<file path="src/rtl/rom_ctrl_data_sink.sv">
// rom_ctrl_data_sink: consumer end of the ROM checker data stream.
// Forwards non-top ROM words to KMAC via a one-entry register, captures the top words as the expected digest.
// Ports: data_* (ROM word in, vld/rdy), kmac_* (message out, valid/ready), exp_* (digest out), err_o (sticky error).
// Latency: one cycle from accepted ROM word to kmac_valid_o; full throughput when KMAC is ready.
// Backpressure: while hashing, data_rdy_o follows buffer space / kmac_ready_i; top words are always accepted.
module rom_ctrl_data_sink #(
   parameter  int DataWidth   = 40,
   parameter  int RomDepth    = 16,
   parameter  int RomTopCount = 2,
   localparam int AW          = $clog2(RomDepth)
) (
   input  logic                             clk_i,
   input  logic                             rst_i,
   input  logic                             data_vld_i,
   input  logic [DataWidth-1:0]             data_i,
   input  logic [AW-1:0]                    data_addr_i,
   input  logic                             data_last_nontop_i,
   output logic                             data_rdy_o,
   output logic                             kmac_valid_o,
   output logic [DataWidth-1:0]             kmac_data_o,
   output logic                             kmac_last_o,
   input  logic                             kmac_ready_i,
   output logic [RomTopCount*DataWidth-1:0] exp_digest_o,
   output logic                             exp_valid_o,
   output logic                             err_o
);

   localparam logic [AW-1:0] TopBase    = AW'(RomDepth - RomTopCount);
   localparam logic [AW-1:0] LastNonTop = AW'(RomDepth - RomTopCount - 1);
   localparam logic [AW-1:0] AddrMax    = AW'(RomDepth - 1);

   typedef enum logic [1:0] {StHash, StTop, StDone, StError} state_e;

   state_e                           state_q;
   logic [AW-1:0]                    exp_addr_q;
   logic [AW-1:0]                    exp_addr_d;
   logic [DataWidth-1:0]             buf_q;
   logic                             buf_last_q;
   logic                             buf_full_q;
   logic [RomTopCount*DataWidth-1:0] digest_q;

   logic          accept;
   logic          kmac_hs;
   logic          addr_err;
   logic          flag_err;
   logic          seq_err;
   logic [AW-1:0] top_slot;

   always_comb begin
      data_rdy_o = 1'b0;
      unique case (state_q)
         StHash:  data_rdy_o = ~buf_full_q | kmac_ready_i;
         StTop:   data_rdy_o = 1'b1;
         default: data_rdy_o = 1'b0;
      endcase
      // Nothing may be accepted while reset is held, so ready stays low with the other outputs.
      if (rst_i) data_rdy_o = 1'b0;
   end

   assign accept     = data_vld_i & data_rdy_o;
   assign exp_addr_d = exp_addr_q + AW'(1);
   assign top_slot   = data_addr_i - TopBase;

   // The last-word flag must be set exactly on the last non-top address while hashing,
   // and never on a top word.
   assign addr_err = (data_addr_i != exp_addr_q);
   assign flag_err = (state_q == StHash) ? (data_last_nontop_i != (data_addr_i == LastNonTop))
                                         : data_last_nontop_i;
   assign seq_err  = addr_err | flag_err;

   // A pending word is hidden from KMAC once an error is flagged.
   assign kmac_valid_o = buf_full_q & (state_q != StError);
   assign kmac_last_o  = kmac_valid_o & buf_last_q;
   assign kmac_data_o  = buf_q;
   assign kmac_hs      = kmac_valid_o & kmac_ready_i;

   assign exp_digest_o = digest_q;
   assign exp_valid_o  = (state_q == StDone) & ~buf_full_q;
   assign err_o        = (state_q == StError);

   always_ff @(posedge clk_i or posedge rst_i) begin
      if (rst_i) begin
         state_q    <= StHash;
         exp_addr_q <= '0;
         buf_q      <= '0;
         buf_last_q <= 1'b0;
         buf_full_q <= 1'b0;
         digest_q   <= '0;
      end else begin
         // Drain first; a same-cycle refill below overrides the clear.
         if (kmac_hs) buf_full_q <= 1'b0;

         if (accept) begin
            if (seq_err) begin
               state_q <= StError;
            end else if (state_q == StHash) begin
               buf_q      <= data_i;
               buf_last_q <= data_last_nontop_i;
               buf_full_q <= 1'b1;
               exp_addr_q <= exp_addr_d;
               if (data_last_nontop_i) state_q <= StTop;
            end else begin
               for (int k = 0; k < RomTopCount; k++) begin
                  if (top_slot == AW'(k)) digest_q[k*DataWidth +: DataWidth] <= data_i;
               end
               // Hold the counter at the top address so it never wraps.
               if (data_addr_i == AddrMax) state_q <= StDone;
               else                        exp_addr_q <= exp_addr_d;
            end
         end
      end
   end

endmodule

</file>
<file path="config.mk">
export PLATFORM = sky130hd
export DESIGN_NAME = rom_ctrl_data_sink
export DESIGN_NICKNAME = d
export VERILOG_FILES = /design/src/rtl/rom_ctrl_data_sink.sv
export SDC_FILE = /design/constraint.sdc
export NUM_CORES = 1
export LEC_CHECK = 0
export BUFFER_PORTS_ARGS = -buffer_cell sky130_fd_sc_hd__buf_2
export CORE_ASPECT_RATIO = 1.1
export CORE_UTILIZATION = 45
export CTS_CLUSTER_DIAMETER = 80
export DETAILED_ROUTE_END_ITERATION = 8
export PLACE_DENSITY_LB_ADDON = 0.08
export SETUP_SLACK_MARGIN = 0.02
export SLEW_MARGIN = 15
export SYNTH_ARGS = -nofsm -noshare
export SYNTH_HDL_FRONTEND = slang
export SYNTH_SLANG_ARGS = --single-unit
</file>
<file path="constraint.sdc">
create_clock -name clk_i -period 5.1 [get_ports clk_i]
set_clock_uncertainty 0.15 [all_clocks]
set_input_delay 1.53 -clock clk_i [delete_from_list [all_inputs] [get_ports clk_i]]
set_output_delay 1.53 -clock clk_i [all_outputs]
set_load 0.01 [all_outputs]
</file>
==> impl_metrics.json, run 1 <==
{
  "synth_compound_area_frac": 0.01064,
  "num_io_pins": 174,
  "hold_slack_ns": 0.3265,
  "synthAdderAreaFrac": 0.004949,
  "vias": 3262,
  "critPathLaunchType": "input pin",
  "synth_top_family_by_area": "multiplexers",
  "numClockSinks": 128,
  "cts_tree": "done",
  "synth_fp_nets": 366,
  "met1_usage": 0.2347,
  "syn_area_per_cell_um2": 16.05,
  "die_w_um": 103.1,
  "worst-path-max-fanout": 2,
  "wl_per_cell_um": 16.10,
  "max_freq_mhz": 263.6,
  "synthSimpleGateAreaFrac": 0.04133,
  "cp_slowest_cell": "nor3b_2",
  "cp_slowest_stage_delay_ns": 0.26,
  "ir_drop_v": 0.0002021,
  "clock_tree.buffer_depth": 2,
  "ys_seq_elements": 128,
  "fin_crit_ns": 3.793,
  "rr_worst_depth": 6,
  "crit_required_ns": 3.42,
  "synthXorXnorAreaFrac": 0.01386,
  "maxSlewHeadroom": 0.3941,
  "drtIter0Drc": 90,
  "drive_above_1_share": 0.5734,
  "grt_util_met2": 0.3209,
  "combPwrFrac": 0.044,
  "ctsResizeCount": 0,
  "yosysSeqAreaShare": 0.6335,
  "dp.final_hpwl_um": 7442,
  "status": "completed",
  "finalWirelength_um": 10590,
  "die_y_um": 113.2,
  "p_int_mw": 1.967,
  "syn_area_mm2": 0.005056,
  "insertion_delay_ns": 0.40,
  "die_area_mm2": 0.01166,
  "first_pass_iters": 4,
  "p_seq_frac": 0.426,
  "switchingPower_mw": 0.4959,
  "crit_family": "simple AND/OR/NAND/NOR gates",
  "setup_viol": 0,
  "yosysUniqueCellTypes": 29,
  "holdPathStages": 1,
  "ant_nets": 0,
  "cts.clk_slew.worst_paths_ns": 0.05,
  "start_util": 0.4634,
  "area_growth_pct": 32.96,
  "grtUsageTotal": 0.1976,
  "end_kind": "primary output",
  "power_density_mw_per_mm2": 366.3,
  "grt_pass1_vias": 3342,
  "fin_nets": 549,
  "cpMostUsedCell": "buf_2",
  "diodes": 0,
  "crit_buf_inv": 2,
  "cp_cell_sequence": "buf_2 -> nor3b_2 -> nor3_1 -> buf_2",
  "worst_ep_arrival_time_ns": 2.11,
  "hold_class": "reg2reg",
  "slew_viol_final": 0,
  "htree_levels": 4,
  "port_buffers": 173,
  "top_usage_layer": "met2",
  "grt_max_degree": 69,
  "nFillCells": 918,
  "swShare": 0.2014,
  "hold_violations": 0,
  "core_mm2": 0.01091,
  "leakage_nw": 3.957,
  "cts_setup_buffers": 0,
  "path_depth": 4,
  "clock-root-buffer": "clkbuf_16",
  "grt_pass1_wl_um": 17030,
  "tightest_slew_ns": 0.9070,
  "critical_path_class": "in2out",
  "place.gp.congestion": 0.7831,
  "p_clk_frac": 0.531,
  "holdBufCountCts": 0,
  "synth.area.mux_share": 0.2717,
  "max_cap_viol_count": 0,
  "fin_crit_sh": 0.7437,
  "gr-total-overflow": 0,
  "syn_inst": 315,
  "use_met3": 0.06733,
  "drc": 0,
  "cts_buffers": 17,
  "vias_per_cell": 4.957,
  "rows": 40,
  "antenna_found_initial": 0,
  "rsz0062_at_grt": "no",
  "yosysWarnings": 0,
  "finalSetupTns_ns": 0
}
through the flow:
step	cell area [um^2]	std cells	utilization	setup slack (ns)	total power [mW]
after floorplan	5060	315	-	1.540	1.118
after global placement	6063	626	0.5557	1.178	1.173
after detailed placement	6063	626	0.5557	1.140	1.174
after CTS	6723	658	0.6162	1.298	2.492
after global routing	6723	658	0.6162	1.249	2.552
final	6723	658	0.6162	1.307	2.463
state kept, by name (all words and copies together), names as in the netlist:
register,cells
buf_last_q,1
buf_full_q,1
kmac_data_o,40
exp_addr_q,4
state_q,2
exp_digest_o,80
worst paths after layout:
check                                           start                           end  slack (ns)
min                        kmac_data_o[9]$_DFFE_PP0P_    kmac_data_o[9]$_DFFE_PP0P_        0.33
min in group asynchronous                       rst_i  exp_digest_o[11]$_DFFE_PP0P_        1.20
max reg2reg                    state_q[0]$_DFFE_PP0P_   kmac_data_o[29]$_DFFE_PP0P_        2.27
min reg2reg                kmac_data_o[9]$_DFFE_PP0P_    kmac_data_o[9]$_DFFE_PP0P_        0.33
max in group asynchronous                       rst_i          buf_full_q$_DFF_PP0_        2.79
max                                      kmac_ready_i                    data_rdy_o        1.31
cell usage in the layout (no fill, tap or decap), types with 2 or more instances in the layout:
| cell type | synthesis | final |
|---|---|---|
| buf_2 | 7 | 173 |
| dfrtp_1 | 128 | 128 |
| mux2_2 | 74 | 74 |
| mux2_1 | 48 | 48 |
| clkbuf_16 | 0 | 17 |
| xor2_1 | 8 | 8 |
| clkbuf_8 | 0 | 6 |
| buf_4 | 4 | 5 |
| nand3_1 | 5 | 4 |
| nor2_1 | 4 | 4 |
| and3_1 | 5 | 4 |
| bufinv_16 | 0 | 4 |
| nand2_1 | 3 | 3 |
| nor3_1 | 3 | 3 |
| clkinv_2 | 0 | 3 |
| o21ai_0 | 2 | 2 |
| inv_1 | 3 | 2 |
| a21o_1 | 2 | 2 |
| clkinvlp_4 | 0 | 2 |
| ha_1 | 2 | 2 |
layer usage:
layer | routed length [um] | vias up | part of all wire
met1 | 4432 | 1634 | 0.42
met2 | 5231 | 123 | 0.49
met3 | 768 | 12 | 0.072
met5 | 0 | - | 0
met4 | 162 | 0 | 0.015
li1 | - | 1493 | -
cells by family after synthesis:
| family | count (synthesis) |
|---|---|
| AOI/OAI and AO/OA | 7 |
| xor gates and xnor gates | 8 |
| adders and majority gates | 2 |
| buffers and inverters | 18 |
| DFF | 128 |
| muxes | 122 |
| and+or+nand+nor | 30 |
synth_stat cells, drive strengths merged:
master	instances	area [um^2]
o21ai	2	10.01
o41ai	1	16.27
a21o	2	15.01
a21oi	1	5.000
nor4	3	40.04
nor4b	1	23.77
o21a	1	7.510
ha	2	25.02
nand3	5	25.02
and2	1	6.260
inv	3	11.26
and3	5	31.28
nor3b	2	20.02
buf	15	110.1
nand4	1	6.260
and4	1	8.760
nand2	3	11.26
nor3	3	15.01
xor2	8	70.07
mux2	122	1374
nand2b	1	6.260
nor2	4	15.01
dfrtp	128	3203
worst reg2reg max path, delay by kind of cell (launching register included):
family | cells | cell delay, ns
muxes | 1 | 0.40
DFF | 1 | 0.54
buffers and inverters | 1 | 0.43
and+or+nand+nor | 4 | 1.20
power by group through the flow:
stage / logic [mW] / registers [mW] / clock network, mW
finish: 0.108 / 1.05 / 1.31
global route: 0.121 / 1.05 / 1.38
CTS: 0.111 / 1.05 / 1.33
detailed placement: 0.110 / 1.06 / 0
global placement: 0.109 / 1.06 / 0
floorplan: 0.0616 / 1.06 / 0
layout make-up:
class,instances,area (um^2),share of cell area
flip-flops and latches,128,3203,0.4765
multi-input cells,169,1738,0.2585
repair buffers,179,923.4,0.1374
clock buffers,23,508.0,0.07556
well taps,147,183.9,0.02736
clock inverters,9,151.4,0.02252
inverters,3,15.01,0.002233
No activity file was read; power rests on OpenSTA's default activity.
==> inputs of run 2 (changes only) <==
--- a/config.mk
+++ b/config.mk
@@ -7,7 +7,7 @@
 export LEC_CHECK = 0
 export BUFFER_PORTS_ARGS = -buffer_cell sky130_fd_sc_hd__buf_2
 export CORE_ASPECT_RATIO = 1.1
-export CORE_UTILIZATION = 45
+export CORE_UTILIZATION = 50
 export CTS_CLUSTER_DIAMETER = 80
 export DETAILED_ROUTE_END_ITERATION = 8
 export PLACE_DENSITY_LB_ADDON = 0.08
==> constraint.sdc (replaced) <==
create_clock -name clk_i -period 3.9 [get_ports clk_i]
set_clock_uncertainty 0.15 [all_clocks]
set_input_delay 1.17 -clock clk_i [delete_from_list [all_inputs] [get_ports clk_i]]
set_output_delay 1.17 -clock clk_i [all_outputs]
set_load 0.01 [all_outputs]
==> run 2 against run 1 <==
Compared with the run above:
- the flow now finishes with violations (design-rule violations)
- die area fell by 9.8%
- highest routed layer unchanged
- combinational power is 31% higher
- wire length is 1.7% lower
- critical endpoint unchanged
- largest power group unchanged
- cell count is 4.0% lower
- clock power increased by 35%
==> impl_metrics.json, run 2 (synthesis gave the netlist of run 1 again) <==
{
  "die_area_mm2": 0.01052,
  "critical_path_class": "in2out",
  "switchingPower_mw": 0.6531,
  "gr-total-overflow": 0,
  "nFillCells": 730,
  "fin_util": 0.6840,
  "p_seq_frac": 0.418,
  "area_growth_pct": 33.14,
  "grt_pass1_vias": 3334,
  "p_clk_frac": 0.539,
  "core_mm2": 0.009842,
  "end_kind": "primary output",
  "fin_crit_ns": 3.087,
  "num_io_pins": 174,
  "ant_nets": 0,
  "fin_crit_sh": 0.7916,
  "leakage_nw": 3.973,
  "cts_setup_buffers": 0,
  "diodes": 0,
  "power_density_mw_per_mm2": 486.9,
  "rows": 38,
  "status": "finished, violations left",
  "drtIter0Drc": 127,
  "drc": 12,
  "wl_met3_um": 749,
  "ff2ff_setup_slack_ns": 1.30,
  "max_cap_viol_count": 0,
  "vias": 3252,
  "cp-startpoint": "kmac_ready_i",
  "holdBufCountCts": 0,
  "largest_reg_flops": 80,
  "clock-root-buffer": "clkbuf_8",
  "worst_ep_arrival_time_ns": 1.77,
  "vias_per_cell": 5.146,
  "fin_nets": 550,
  "rr_worst_depth": 6,
  "finalWirelength_um": 10410,
  "critPathLaunchType": "input pin",
  "antenna_found_initial": 0,
  "worst-path-max-fanout": 2,
  "top_layer_used": "met4",
  "r2r-start": "exp_addr_q[0]$_DFFE_PP0P_",
  "grt_pass1_wl_um": 16990,
  "mostFrequentLayoutCells": "buf_2 (173), dfrtp_1 (128), mux2_2 (74)",
  "maxSlewHeadroom": 0.5337,
  "setup_viol": 0,
  "crit_required_ns": 2.58,
  "r2r-end": "exp_digest_o[71]$_DFFE_PP0P_",
  "ir_drop_v": 0.0003031,
  "die_y_um": 107.5,
  "port_buffers": 173,
  "htree_levels": 4,
  "final_common_cell": "buf_2",
  "hold_class": "reg2reg",
  "met1_length_um": 4503,
  "hold_violations": 0,
  "p_int_mw": 2.625,
  "first_pass_iters": 6,
  "cts.clk_slew.worst_paths_ns": 0.05,
  "grtUsageTotal": 0.2111,
  "wl_met2_um": 5015,
  "finalSetupTns_ns": 0,
  "max_freq_mhz": 323.9,
  "ctsResizeCount": 0,
  "rsz0062_at_grt": "no",
  "die_w_um": 97.88,
  "wl_per_cell_um": 16.47,
  "cts_tree": "done",
  "insertion_delay_ns": 0.51,
  "violations": "design-rule violations",
  "cts_buffers": 17,
  "drive_above_1_share": 0.5742,
  "slew_viol_final": 0,
  "clock_tree.buffer_depth": 2,
  "combPwrFrac": 0.043,
  "dp.final_hpwl_um": 7318,
  "swShare": 0.1993,
  "start_util": 0.5137,
  "grt_max_degree": 129,
  "tightest_slew_ns": 0.6994,
  "place.gp.congestion": 0.8371,
  "crit_path_end": "data_rdy_o",
  "numClockSinks": 128
}
## run 2: stage by stage
step	instances	area, um^2	power, mW	setup slack, ns	hold WS, ns
floorplan	315	5060	1.462	0.9154	0.3107
global placement	600	6050	1.532	0.5615	0.3142
detailed placement	600	6050	1.536	0.4412	0.3194
CTS	632	6731	3.318	0.8123	0.3318
global route	632	6731	3.394	0.7765	0.3450
finish	632	6731	3.278	0.8128	0.3248
## run 2: critical path, cell delays in order
cell and delay, ns:
buf_2 0.11, nor3b_2 0.26, nor3_1 0.07, buf_2 0.15
## run 2: layer usage
| metal | vias to the layer above | global-route usage |
|---|---|---|
| met1 | 1624 | 0.2686 |
| met2 | 120 | 0.3295 |
| met4 | 0 | 0.08658 |
| met5 | - | 0 |
| li1 | 1494 | - |
| met3 | 14 | 0.07403 |
## run 2: worst min-delay path by stage
stage | end | start | depth (start not counted) | slack [ns]
2_1_floorplan | exp_addr_q[3]$_DFFE_PP0P_ | exp_addr_q[3]$_DFFE_PP0P_ | 1 | 0.31
3_3_place_gp | exp_digest_o[50]$_DFFE_PP0P_ | exp_digest_o[50]$_DFFE_PP0P_ | 1 | 0.31
3_5_place_dp | exp_digest_o[50]$_DFFE_PP0P_ | exp_digest_o[50]$_DFFE_PP0P_ | 1 | 0.32
4_1_cts | exp_digest_o[50]$_DFFE_PP0P_ | exp_digest_o[50]$_DFFE_PP0P_ | 1 | 0.33
5_1_grt | kmac_data_o[13]$_DFFE_PP0P_ | kmac_data_o[13]$_DFFE_PP0P_ | 1 | 0.35
6_report | exp_digest_o[50]$_DFFE_PP0P_ | exp_digest_o[50]$_DFFE_PP0P_ | 1 | 0.32
## run 2: cell type report
type,instances,area (um^2),share of cell area
Inverter,3,15.01,0.002230
Sequential cell,128,3203,0.4758
Clock inverter,8,171.4,0.02546
Tap cell,120,150.1,0.02230
Multi-Input combinational cell,169,1738,0.2582
Clock buffer,24,510.5,0.07584
Timing Repair Buffer,180,943.4,0.1401
## run 2: power by group through the flow
stage | logic (mW) | clock network [mW] | registers (mW)
floorplan | 0.0805 | 0 | 1.38
global placement | 0.140 | 0 | 1.39
detailed placement | 0.144 | 0 | 1.39
CTS | 0.145 | 1.80 | 1.37
global route | 0.159 | 1.86 | 1.37
finish | 0.141 | 1.77 | 1.37
